## src/rtl/unsort4_stream.sv

```systemverilog
// unsort4_stream: scatters a sorted 4-word frame by tag and replays it in original order 0..3.
// Optional UNSORT4_ORDER_CHECK_EN flags frames whose input values are not non-decreasing.
module unsort4_stream #(
  parameter int W = 16,
  parameter int N = 4
) (
  input  logic         clock,
  input  logic         reset,
  input  logic         in_valid,
  output logic         in_ready,
  input  logic [W-1:0] in_data,
  input  logic [1:0]   in_idx,
  output logic         out_valid,
  input  logic         out_ready,
  output logic [W-1:0] out_data,
  output logic [1:0]   out_idx,
  output logic         out_last,
  output logic         out_err
);
  typedef enum logic {FILL, DRAIN} state_t;
  state_t state;
  logic [1:0] cnt, rd;
  logic [N-1:0] mask;
  logic [W-1:0] buf_q [N];
  logic dup_err, ord_err, acc, done;
  assign acc  = in_valid && state == FILL;
  assign done = out_ready && state == DRAIN && rd == 2'd3;
  always_ff @(posedge clock or negedge reset)
    if (!reset) begin
      state   <= FILL;
      cnt     <= '0;
      rd      <= '0;
      mask    <= '0;
      dup_err <= 1'b0;
      for (int i = 0; i < N; i++) buf_q[i] <= '0;
    end else if (state == FILL) begin
      if (in_valid) begin
        if (mask[in_idx]) dup_err <= 1'b1;
        else begin
          buf_q[in_idx] <= in_data;
          mask[in_idx]  <= 1'b1;
        end
        cnt <= cnt + 2'd1;
        if (cnt == 2'd3) state <= DRAIN;
      end
    end else if (out_ready) begin
      rd <= rd + 2'd1;
      if (rd == 2'd3) begin
        state   <= FILL;
        cnt     <= '0;
        mask    <= '0;
        dup_err <= 1'b0;
        for (int i = 0; i < N; i++) buf_q[i] <= '0;
      end
    end
`ifdef UNSORT4_ORDER_CHECK_EN
  logic [W-1:0] prev;
  always_ff @(posedge clock or negedge reset)
    if (!reset) begin
      prev    <= '0;
      ord_err <= 1'b0;
    end else if (done) begin
      prev    <= '0;
      ord_err <= 1'b0;
    end else if (acc) begin
      prev <= in_data;
      if (cnt != 2'd0 && in_data < prev) ord_err <= 1'b1;
    end
`else
  assign ord_err = 1'b0;
`endif
  // Outputs decode registered state only; data is gated so FILL shows zeros.
  assign in_ready  = state == FILL;
  assign out_valid = state == DRAIN;
  assign out_data  = out_valid ? buf_q[rd] : '0;
  assign out_idx   = rd;
  assign out_last  = out_valid && rd == 2'd3;
  assign out_err   = out_valid && (dup_err || ord_err);
endmodule

```

## config.mk

```make
export PLATFORM = sky130hd
export DESIGN_NAME = unsort4_stream
export DESIGN_NICKNAME = d
export VERILOG_FILES = /design/src/rtl/unsort4_stream.sv
export SDC_FILE = /design/constraint.sdc
export NUM_CORES = 1
export LEC_CHECK = 0
export ABC_AREA = 0
export BUFFER_PORTS_ARGS = -buffer_cell sky130_fd_sc_hd__buf_2
export CORE_MARGIN = 4
export CORE_UTILIZATION = 64
export CTS_CLUSTER_DIAMETER = 30
export DETAILED_ROUTE_END_ITERATION = 16
export PLACE_DENSITY = 0.87
export SKIP_LAST_GASP = 1
export SLEW_MARGIN = 25
export SYNTH_ARGS = -nofsm -noshare
export SYNTH_HDL_FRONTEND = slang
export SYNTH_SLANG_ARGS = --single-unit
```

## constraint.sdc

```tcl
create_clock -name clock -period 5.89 [get_ports clock]
set_clock_uncertainty 0.2 [all_clocks]
set_input_delay 1.178 -clock clock [delete_from_list [all_inputs] [get_ports clock]]
set_output_delay 1.178 -clock clock [all_outputs]
set_load 0.005 [all_outputs]
```

# Word level (Yosys, flattened, before mapping)
# Index checks and enable logic that the tools add are counted.
[totals]
in_bits = 22
elab_cells = 70
regBits = 74
output_inout_bits = 22
[op_classes]
n_eq_ne = 5
n_mux = 35
addsub = 2
order_cmp = 5
bitwise = 4
reduce_logical = 10
[ops]
columns = ["cell", "count"]
rows = [
  ["$mux W64", 5],
  ["$bwmux W64", 1],
  ["$mux W16", 4],
  ["$bmux W16 S2", 1],
  ["$demux W16 S2", 1],
  ["$mux W4", 5],
  ["$mux W1", 12],
  ["$mux W2", 4],
  ["$reduce_and A4 Y1", 2],
  ["$ge A3 B3 Y1 const B", 2],
  ["$not A2 Y3", 2],
  ["$add A2 B1 Y2 const B", 2],
  ["$eq A2 B2 Y1 const B", 2],
  ["$logic_and A1 B1 Y1", 4],
  ["$ne A2 B2 Y1 const B", 2],
  ["$or A4 B4 Y4", 1],
  ["$reduce_bool A2 Y1", 2],
  ["$lt A2 B3 Y1 const B", 1],
  ["$lt A3 B1 Y1 const B", 1],
  ["$reduce_and A3 Y1", 1],
  ["$bmux W1 S2", 1],
  ["$demux W1 S2", 1],
  ["$ge A2 B1 Y1 const B", 1],
  ["$ne A2 B1 Y1 const B", 1],
  ["2 further kinds", 2],
]

# Longest topological paths before layout
# Gate-level depths: netlist of the first run.
[logic_depth]
word_depth = 9
depth_mapped = 6
ltp_nobuf = 4

# Worst setup path before layout of the first run
# Ideal clock, no wire load.
[synth_path]
path_type = "register -> output"
startpoint = "register rd[0], in the netlist out_idx[0]"
endpoint = "output port out_data[10]"
path_slack_ps = 3038
stages_incl_launch_ff = 5
t_arrival_ps = 1474
path_buffers = 2
required_ps = 4512
path_cell_list = "dfrtp_1 buf_4 buf_4 mux4_2 and2_1"
[synth_via]
elab_chain_cells = 5
[synth_lines]
columns = ["item", "line_no", "source"]
rows = [
  ["start, declared", "22", "logic [1:0] cnt, rd;"],
  ["start signal, assigned", "47", "rd <= rd + 2'd1;"],
  ["$not A2 Y3 (implied by the code)", "75", "assign out_data = out_valid ? buf_q[rd] : '0;"],
  ["$bmux W16 S2", "75", ""],
  ["$mux W16 (implied by the code) (2 in a row)", "75", ""],
  ["$mux W16", "75", ""],
  ["end, declared", "15", "output logic [W-1:0] out_data,"],
]
# No other way between the ends. The select of a mux whose other input is x is not followed.

# Worst setup path after layout of the first run
[layout_path]
startpoint = "register rd[1], in the netlist out_idx[1]"
endpoint = "output port out_data[6]"
# Same word-level chain as after synthesis.

==> results of run 1 <==
[cell usage in the layout (no fill, tap or decap), types with 2 or more instances in the layout]
master,n
xnor2_1,2
bufinv_16,2
nand3_1,130
ha_1,3
and2_1,18
o311ai_0,4
o311ai_1,32
mux4_2,17
clkbuf_1,2
a21oi_1,2
nand2_1,24
o21ai_0,3
buf_4,9
dfrtp_1,74
o311ai_2,28
buf_2,43
clkbuf_8,11
[final timing paths]
kind | startpoint | end | slack (ps) | depth (start not counted)
min | dup_err | dup_err | 300 | 2
min reg2reg | dup_err | dup_err | 300 | 2
max in group asynchronous | reset | buf_q[63] | 4270 | 3
max | out_idx[1] | out_data[6] | 2440 | 3
max reg2reg | out_idx[1] | buf_q[3] | 2680 | 5
min in group asynchronous | reset | cnt[0] | 650 | 2
[flip-flops by register name, indices dropped and copies added (netlist names)]
register and cells:
buf_q 64, cnt 2, dup_err 1, mask 4, out_idx 2, out_valid 1
[worst min-delay path, cell delays in order (launching register included)]
cell and delay (ps):
dfrtp_1 330, o21ai_0 70, nand2_1 70
[per-layer routing]
metal,vias up,track usage [%]
li1,1598,-
met1,1752,33.3
met2,165,39.5
met3,18,5.58
met4,0,10.2
met5,-,0
[cell families (layout without fill, tap and decap cells)]
family | after synthesis | count (layout) | synth area share, %
AOI/OAI and AO/OA | 74 | 74 | 19.4
and+or+nand+nor | 180 | 180 | 20.9
buffers and inverters | 53 | 69 | 6.64
DFF | 74 | 74 | 42.5
muxes | 19 | 19 | 9.28
xor gates and xnor gates | 2 | 2 | 0.402
adders and majority gates | 3 | 3 | 0.862
[layout make-up]
| cell class | count | area, um^2 | share of cell area (%) |
|---|---|---|---|
| Multi-Input combinational cell | 278 | 2220 | 47.3 |
| Sequential cell | 74 | 1850 | 39.4 |
| Timing Repair Buffer | 53 | 303 | 6.45 |
| Clock buffer | 13 | 159 | 3.38 |
| Tap cell | 77 | 96.3 | 2.05 |
| Clock inverter | 2 | 60.1 | 1.28 |
| Inverter | 1 | 3.75 | 0.0799 |
[power breakdown]
part           internal (W)  switching (W)
Sequential         0.000781       0.000259
Clock              0.000260       0.000179
Combinational      0.000702       0.000727
[stage by stage]
| stage | instances | setup slack [ps] |
|---|---|---|
| 2_1_floorplan | 405 | 3040 |
| 3_3_place_gp | 482 | 2530 |
| 3_5_place_dp | 482 | 2490 |
| 4_1_cts | 497 | 2440 |
| 5_1_grt | 498 | 2360 |
| 6_report | 498 | 2440 |
==> key figures, run 1 <==
STA
  • Max-slew headroom: 34.1%
  • Unrepaired setup endpoints after global routing: no
  • Fmax: 290 MHz
  • Post-layout min period: 3450 ps
  • Setup_tns: 0 ps
  • Slew Viols, Final: 0
  • Worst hold margin: 303 ps
  • Worst Max-Slew Pin Slew: 988 ps
  • Final Cycle Share: 58.5%
  • Setup violators final: 0
  • Hold Vio Cnt, Final: 0

Logic synthesis
  • Main flop type after synthesis: dfrtp_1
  • Mapped Avg Cell Area: 10.8 um^2
  • Post-synth top cells: nand3_1 (131), dfrtp_1 (74), o311ai_1 (32)
  • FF+latch count, synth: 74
  • Mapped Nets: 430
  • EDFF count, synth: 0
  • Synth area leaders: dfrtp_1 (43%), nand3_1 (15%), o311ai_2 (10%)
  • Synth top area share: 42.5%
  • Seq/Total Area, Yosys: 42.5%
  • Yosys warning count: 0
  • Largest area contributor in the netlist: dfrtp_1
  • Netlist cell types: 31
  • Cell with the most instances after synthesis: nand3_1
  • Post-synth ARST share: 100%
  • Mapped Area: 4360 um^2
  • Gate Count Post-Synth: 405

Clocking
  • Worst-case clock buffer depth: 2
  • Clk pin slew, worst setup/hold paths: 70 ps
  • Total CTS buffers: 9
  • CTS root buf: clkbuf_8
  • Total setup buffers inserted after CTS: 0
  • CTS H-Tree Depth: 3
  • TritonCTS clock tree: done
  • Clock sink total: 74
  • Post-CTS resize count: 0
  • Clk_lat worst skew: 340 ps
  • Hold-fix buffers at CTS: 0

Routing
  • Per-cell routed wire length: 20.3 um
  • Met3 routed WL: 758 um
  • Via density: 7.09
  • Detail Route met2 WL: 5.00 mm
  • Antenna-violating nets left: 0
  • Post-route DRC: 0
  • Final wirelength: 10.1 mm
  • DR top layer: met4
  • Routed via count: 3533
  • Starting DRC count in detailed routing: 304
  • DR pass1 iterations: 5
  • Met1 Wirelength: 4.21 mm

Cells and area
  • Area grow syn2layout: 7.81%
  • Final net count: 442
  • Post-layout util: 72.3%
  • Inserted Diodes: 0
  • Final instance area: 4700 um^2
  • Share of layout cells above drive strength 1: 28.0%
  • FILL cells: 488

Power
  • Peak supply drop: 0.288 mV
  • PD cells: 619 nW/um^2
  • Total power draw: 0.00291 W
  • Pleak: 1.93 nW

Worst setup path
  • Worst Path Max Fanout: 20
  • Slowest-stage cell, CP: dfrtp_1
  • Delay-heaviest family, CP: flip-flops
  • Setup crit end kind: primary output
  • WS Path Type: reg2out
  • Ordered cell list for the critical path: mux4_2 -> and2_1 -> buf_2
  • Crit path buffers/inverters: 1
  • Worst EP arrival: 2070 ps
  • Setup crit start kind: register
  • Critical Path Max Stage Delay: 1000 ps
  • WP data required: 4510 ps

Floorplan
  • Std cell rows: 29
  • Die Width: 90.5 um
  • I/O Pins: 44
  • Die area: 8190 um^2
  • Initial Util: 67.1%
  • CORE AREA: 6490 um^2
  • Die height: 90.5 um

Place
  • I/O Buffers: 43
  • Gpl congestion: 0.765
  • Dpl cell area: 4460 um^2
  • Final HPWL DP: 5.73 mm

Global routing
  • Initial antenna violation count: 0
  • Number of global-route vias before repair: 3486
  • Global Route Usage Sum: 25.0%
  • Global-route wire length before repair: 16.8 mm
  • GR Overflow Total: 0
  • Pin count of the biggest net entering global routing: 84

Worst hold path
  • HP Class: reg2reg

Outcome
  • Status: finished, final reports clean

Run
  • Max-cap viol count: 0
(Power assumes the default switching activity.)
==> run 2, diff against run 1 <==
--- a/config.mk
+++ b/config.mk
@@ -5,13 +5,13 @@
 export SDC_FILE = /design/constraint.sdc
 export NUM_CORES = 1
 export LEC_CHECK = 0
-export ABC_AREA = 0
+export ABC_AREA = 1
 export BUFFER_PORTS_ARGS = -buffer_cell sky130_fd_sc_hd__buf_2
 export CORE_MARGIN = 4
-export CORE_UTILIZATION = 64
+export CORE_UTILIZATION = 59
 export CTS_CLUSTER_DIAMETER = 30
 export DETAILED_ROUTE_END_ITERATION = 16
-export PLACE_DENSITY = 0.87
+export PLACE_DENSITY = 0.81
 export SKIP_LAST_GASP = 1
 export SLEW_MARGIN = 25
 export SYNTH_ARGS = -nofsm -noshare
==> constraint.sdc (replaced) <==
create_clock -name clock -period 3.28 [get_ports clock]
set_clock_uncertainty 0.2 [all_clocks]
set_input_delay 0.656 -clock clock [delete_from_list [all_inputs] [get_ports clock]]
set_output_delay 0.656 -clock clock [all_outputs]
set_load 0.005 [all_outputs]
==> run 2 against run 1 <==
  * Cell area fell by 6.9%
  * Worst hold slack got worse by 100 ps
  * Sequential cell count unchanged
  * Sequential power grew 45%
  * Utilization decreased by 5.0 points
  * Final cell count rose by 25%
  * Synthesized cell count rose by 28%
  * Critical path depth rose by 2
  * Register-to-register slack worse by 1900 ps
  * Worst setup slack got worse by 2000 ps
  * First-iteration DRC count is 11% higher
  * Largest power group unchanged
==> key figures, run 2 <==
Outcome
  • Status: finished, final reports clean

Logic synthesis
  • Mapped Nets: 544 (+27%)
  • Seq/Total Area, Yosys: 46.1% (+3.5 points)
  • Largest area contributor in the netlist: dfrtp_1
  • Mapped Area: 4020 um^2 (-7.7%)
  • Synth top area share: 46.1% (+3.5 points)
  • Cell with the most instances after synthesis: nand2_1
  • Gate Count Post-Synth: 519 (+28%)
  • Main flop type after synthesis: dfrtp_1
  • Synth area leaders: dfrtp_1 (46%), nand2_1 (14%), nand4_1 (10%)
  • EDFF count, synth: 0 (unchanged)
  • Mapped Avg Cell Area: 7.75 um^2 (-28%)
  • Post-synth top cells: nand2_1 (151), nor2_1 (82), dfrtp_1 (74)
  • Compound-cell area share of the yosys netlist: 8.19% (-11 points)
  • Post-Synth Simple-Gate Area: 35.7% (+15 points)
  • Yosys warning count: 0 (unchanged)
  • Xor/xnor share of the synthesized area: 0.218% (-0.18 points)
  • Post-Synth Adder-Cell Area: 0.934% (+0.072 points)
  • FF+latch count, synth: 74 (unchanged)
  • Multiplexer share of the synthesized area: 0% (-9.3 points)
  • Netlist cell types: 25 (-19%)
  • Largest family of logic cells by synthesized area: simple AND/OR/NAND/NOR gates
  • Post-synth ARST share: 100% (unchanged)

Floorplan
  • Initial Util: 61.9% (-5.2 points)
  • Std cell rows: 29 (unchanged)
  • Die area: 8200 um^2 (+0.11%)
  • CORE AREA: 6490 um^2 (unchanged)
  • Die height: 90.5 um (about the same)
  • I/O Pins: 44 (unchanged)
  • Die Width: 90.5 um (about the same)

Clocking
  • Post-CTS resize count: 0 (unchanged)
  • CTS H-Tree Depth: 3 (unchanged)
  • Total setup buffers inserted after CTS: 0 (unchanged)
  • Clock sink total: 74 (unchanged)
  • Clk_lat worst skew: 360 ps (+20 ps)
  • Hold-fix buffers at CTS: 0 (unchanged)
  • TritonCTS clock tree: done
  • Worst-case clock buffer depth: 2 (unchanged)
  • Total CTS buffers: 9 (unchanged)
  • CTS root buf: clkbuf_8
  • Clk pin slew, worst setup/hold paths: 80 ps (about the same)

Power
  • Clock share of power: 20.6% (+5.5 points)
  • PD cells: 974 nW/um^2 (+57%)
  • Net Sw Power: 0.00187 W (+60%)
  • Net Sw Frac: 43.9% (+3.8 points)
  • Internal power: 0.00239 W (+37%)
  • Logic pwr share: 44.0% (-5.1 points)
  • Peak supply drop: 0.349 mV (+21%)
  • Flop pwr share: 35.4% (-0.4 points)
  • Pleak: 2.34 nW (+21%)
  • Total power draw: 0.00426 W (+46%)

STA
  • Max-slew headroom: 41.9% (+7.8 points)
  • Worst Max-Slew Pin Slew: 870 ps (-118 ps)
  • Setup_tns: 0 ps (unchanged)
  • Fmax: 353 MHz
  • Hold Vio Cnt, Final: 0 (unchanged)
  • Slew Viols, Final: 0 (unchanged)
  • Setup violators final: 0 (unchanged)
  • Final Cycle Share: 86.3%
  • Unrepaired setup endpoints after global routing: no
  • Post-layout min period: 2830 ps

Routing
  • Post-route DRC: 0 (unchanged)
  • Routed via count: 3703 (+4.8%)
  • Antenna-violating nets left: 0 (unchanged)
  • Starting DRC count in detailed routing: 337 (+11%)
  • Final wirelength: 10.7 mm (+5.9%)
  • Via density: 5.93 (-16%)
  • DR pass1 iterations: 5 (unchanged)
  • Per-cell routed wire length: 17.2 um (-15%)

Worst hold path
  • HP Class: in2async

Worst setup path
  • R2R cell count: 9 (+4)
  • FF-to-FF setup slack: 830 ps (-1850 ps)
  • Worst setup path end: out_data[13]
  • RR Startpoint: out_idx[0]
  • Worst EP arrival: 1980 ps (-90 ps)
  • CP startpoint: out_idx[0]
  • Worst Path Max Fanout: 18 (-10%)
  • WS Path Type: reg2out
  • R2r endpoint: buf_q[18]
  • Setup crit start kind: register
  • WP data required: 2420 ps (-2090 ps)
  • Setup crit end kind: primary output

Place
  • DP Cell Count: 608 (+26%)
  • I/O Buffers: 43 (unchanged)
  • Dpl cell area: 4130 um^2 (-7.4%)
  • Final HPWL DP: 6.49 mm (+13%)
  • Gpl congestion: 0.767 (+0.20%)

Global routing
  • Pin count of the biggest net entering global routing: 71 (-15%)
  • Number of global-route vias before repair: 3600 (+3.3%)
  • Initial antenna violation count: 0 (unchanged)
  • GR Overflow Total: 0 (unchanged)
  • Global Route Usage Sum: 27.0% (+2.1 points)
  • Global-route wire length before repair: 18.0 mm (+7.0%)

Cells and area
  • Max reg flops: 64 (unchanged)
  • Final net count: 567 (+28%)
  • Most frequent cells in the layout: nand2_1 (151), nor2_1 (82), dfrtp_1 (74)
  • Layout Cells excl Fill: 624 (+25%)
  • FILL cells: 542 (+11%)
  • Inserted Diodes: 0 (unchanged)
  • Top flop regs: buf_q x64, mask x4
  • Share of layout cells above drive strength 1: 15.2% (-13 points)
  • Largest Register: buf_q
  • Area grow syn2layout: 8.71%
  • Final instance area: 4370 um^2 (-6.9%)
  • Commonest non-fill, non-tap cell in the layout: nand2_1
  • Post-layout util: 67.3% (-5.0 points)

Run
  • Max-cap viol count: 0 (unchanged)
[run 2: worst min-delay path by stage]
| stage | depth (start not counted) | to | start | slack [ps] |
|---|---|---|---|---|
| floorplan | 0 | buf_q[0] | reset | 160 |
| global placement | 2 | buf_q[4] | buf_q[4] | 250 |
| detailed placement | 2 | buf_q[8] | buf_q[8] | 250 |
| CTS | 1 | buf_q[63] | reset | 220 |
| global route | 1 | cnt[0] | reset | 260 |
| finish | 1 | cnt[0] | reset | 200 |
[run 2: layout make-up]
cell class | count | area (um^2) | share of cell area (%)
clock buffer | 9 | 124 | 2.83
multi-input combinational | 380 | 1810 | 41.5
tap | 77 | 96.3 | 2.20
sequential | 74 | 1850 | 42.4
inverter | 27 | 101 | 2.32
clock inverter | 7 | 118 | 2.69
timing repair buffer | 50 | 268 | 6.13
[run 2: power by group through the flow]
stage | sequential (W) | clock [W] | combinational, W
6_report | 0.00151 | 0.000878 | 0.00187
5_1_grt | 0.00154 | 0.000921 | 0.00210
4_1_cts | 0.00150 | 0.000876 | 0.00186
3_5_place_dp | 0.00151 | 0 | 0.00185
3_3_place_gp | 0.00149 | 0 | 0.00179
2_1_floorplan | 0.00147 | 0 | 0.00138
[run 2: critical path, stage by stage, from the launching register on]
cell and delay, ps:
dfrtp_1 380, inv_1 400, buf_4 320, o21ai_0 130, a21oi_1 200, buf_2 170
[run 2: metrics by stage]
stage / worst slack, ps / hold WS, ps
floorplan: 1160 / 160
global placement: 909 / 248
detailed placement: 800 / 253
CTS: 472 / 225
global route: 389 / 258
finish: 448 / 201
[run 2: per-layer routing]
metal  part of all wire, %  GRT usage, %  vias up
met1                    42          35.8     1767
met5                     0             0        -
met2                    49          43.9      157
met3                   6.3          4.25       21
li1                      -             -     1758
met4                   2.1          11.6        0
[run 2: cell families after synthesis]
family | after synthesis
buffers and inverters | 65
AOI/OAI and AO/OA | 65
adders and majority gates | 3
DFF | 74
and+or+nand+nor | 311
xor gates and xnor gates | 1
==> run 3, diff against run 2 <==
--- a/config.mk
+++ b/config.mk
@@ -11,7 +11,7 @@
 export CORE_UTILIZATION = 59
 export CTS_CLUSTER_DIAMETER = 30
 export DETAILED_ROUTE_END_ITERATION = 16
-export PLACE_DENSITY = 0.81
+export PLACE_DENSITY = 0.79
 export SKIP_LAST_GASP = 1
 export SLEW_MARGIN = 25
 export SYNTH_ARGS = -nofsm -noshare
==> run 3 against run 2 <==
  * Critical endpoint is now out_data[9]
  * Largest power group unchanged
  * Worst setup slack better by 120 ps
  * Global-route usage is 0.26 points lower
  * Worst hold slack worse by 73 ps
  * Register-to-register slack worse by 30 ps
  * Sequential power hardly changed
==> key figures, run 3 (synthesized netlist as in run 2, its figures left out) <==
Worst setup path
  • R2r endpoint: buf_q[31]
  • WP data required: 2420 ps (about the same)
  • Worst EP arrival: 1860 ps (-120 ps)
  • Ordered cell list for the critical path: inv_1 -> buf_4 -> o21ai_0 -> a21oi_1 -> buf_2
  • R2R cell count: 9 (unchanged)
  • Setup crit end kind: primary output
  • RR Startpoint: out_idx[0]
  • Setup crit start kind: register
  • FF-to-FF setup slack: 800 ps (-30 ps)
  • Worst Path Max Fanout: 17 (-1)
  • Slowest-stage cell, CP: dfrtp_1
  • Critical Path Max Stage Delay: 380 ps (-20 ps)
  • WS Path Type: reg2out
  • CP startpoint: out_idx[0]

Cells and area
  • Most frequent cells in the layout: nand2_1 (151), nor2_1 (82), dfrtp_1 (74)
  • Area grow syn2layout: 7.94%
  • Final net count: 566 (-0.18%)
  • Share of layout cells above drive strength 1: 14.8% (-0.34 points)
  • FILL cells: 532 (-1.8%)
  • Top flop regs: buf_q x64, mask x4
  • Largest Register: buf_q
  • Max reg flops: 64 (unchanged)
  • Inserted Diodes: 0 (unchanged)
  • Post-layout util: 66.8% (-0.48 points)
  • Commonest non-fill, non-tap cell in the layout: nand2_1

Clocking
  • CTS root buf: clkbuf_8
  • Worst-case clock buffer depth: 2 (unchanged)
  • Total CTS buffers: 9 (unchanged)
  • Clk pin slew, worst setup/hold paths: 80 ps (about the same)
  • CTS H-Tree Depth: 3 (unchanged)
  • TritonCTS clock tree: done
  • Hold-fix buffers at CTS: 0 (unchanged)
  • Post-CTS resize count: 0 (unchanged)
  • Clk_lat worst skew: 360 ps (about the same)
  • Total setup buffers inserted after CTS: 0 (unchanged)
  • Clock sink total: 74 (unchanged)

Power
  • PD cells: 948 nW/um^2 (-2.6%)
  • Peak supply drop: 0.480 mV (+37%)
  • Pleak: 2.33 nW (-0.56%)

Global routing
  • Number of global-route vias before repair: 3580 (-0.56%)
  • Pin count of the biggest net entering global routing: 71 (unchanged)
  • Global-route wire length before repair: 17.8 mm (-1.1%)
  • GR Overflow Total: 0 (unchanged)
  • Global Route Usage Sum: 26.8% (-0.26 points)
  • Initial antenna violation count: 0 (unchanged)

Floorplan
  • Std cell rows: 29 (unchanged)
  • I/O Pins: 44 (unchanged)
  • CORE AREA: 6490 um^2 (unchanged)
  • Die Width: 90.5 um (unchanged)
  • Initial Util: 61.9% (unchanged)
  • Die height: 90.5 um (unchanged)
  • Die area: 8200 um^2 (unchanged)

Routing
  • Routed via count: 3738 (+0.95%)
  • Post-route DRC: 0 (unchanged)
  • Per-cell routed wire length: 16.9 um (-1.5%)
  • DR pass1 iterations: 5 (unchanged)
  • Final wirelength: 10.5 mm (-1.6%)
  • Starting DRC count in detailed routing: 409 (+21%)
  • Via density: 6.00 (+1.1%)
  • Antenna-violating nets left: 0 (unchanged)

Worst hold path
  • HP Class: in2async

STA
  • Worst Max-Slew Pin Slew: 908 ps (+38.0 ps)
  • Setup_tns: 0 ps (unchanged)
  • Fmax: 368 MHz (+4.3%)
  • Max-slew headroom: 39.4% (-2.5 points)
  • Post-route setup slack: 565 ps (+117 ps)
  • Hold Vio Cnt, Final: 0 (unchanged)
  • Post-layout min period: 2710 ps (-117 ps)
  • Final Cycle Share: 82.8% (-3.6 points)
  • Setup violators final: 0 (unchanged)
  • Unrepaired setup endpoints after global routing: no
  • Slew Viols, Final: 0 (unchanged)

Place
  • Dpl ws: 833 ps (+32.9 ps)
  • Final HPWL DP: 6.54 mm (+0.73%)
  • I/O Buffers: 43 (unchanged)
  • Gpl congestion: 0.910 (+19%)

Outcome
  • Status: finished, final reports clean

Run
  • Max-cap viol count: 0 (unchanged)
[run 3: layer usage]
layer  track usage [%]  share of wire [%]  vias up  routed length [um]
met5                 0                  0        -                   0
li1                  -                  -     1751                   -
met2              41.3                 46      190                4870
met3              6.42                8.4       27                 881
met4              10.2                2.3        0                 242
met1              36.5                 43     1770                4540
[run 3: report_power, final]
part	total, W	internal [W]	switching (W)
combinational	0.00184	0.000592	0.00125
sequential	0.00153	0.00129	0.000238
clock	0.000742	0.000392	0.000350
total	0.00411	0.00228	0.00184
[run 3: how the worst max path moves through the flow]
stage	to	slack, ps	cells after the start
after floorplan	out_data[10]	1160	6
after global placement	buf_q[22]	920	10
after detailed placement	buf_q[31]	830	10
after CTS	out_data[9]	600	5
after global routing	out_data[1]	450	5
final	out_data[9]	570	5
[run 3: layout make-up]
class | instances | area [um^2] | area share, %
flip-flops and latches | 74 | 1850 | 42.7
multi-input cells | 380 | 1810 | 41.8
repair buffers | 49 | 273 | 6.29
clock buffers | 12 | 155 | 3.58
inverters | 27 | 101 | 2.34
well taps | 77 | 96.3 | 2.22
clock inverters | 4 | 50.0 | 1.15
[run 3: worst max-delay path: cells and delay by family (launching register included)]
family	cells	cell delay, ps
buf+inv	3	800
compound gates	2	310
flops	1	380
[run 3: through the flow]
step | total power, W | hold WS (ps) | cell area [um^2] | std cells
5_1_grt | 0.00445 | 172 | 4340 | 623
4_1_cts | 0.00409 | 159 | 4340 | 623
3_5_place_dp | 0.00334 | 253 | 4130 | 607
6_report | 0.00411 | 129 | 4340 | 623
2_1_floorplan | 0.00284 | 160 | 4020 | 519
3_3_place_gp | 0.00329 | 248 | 4130 | 607
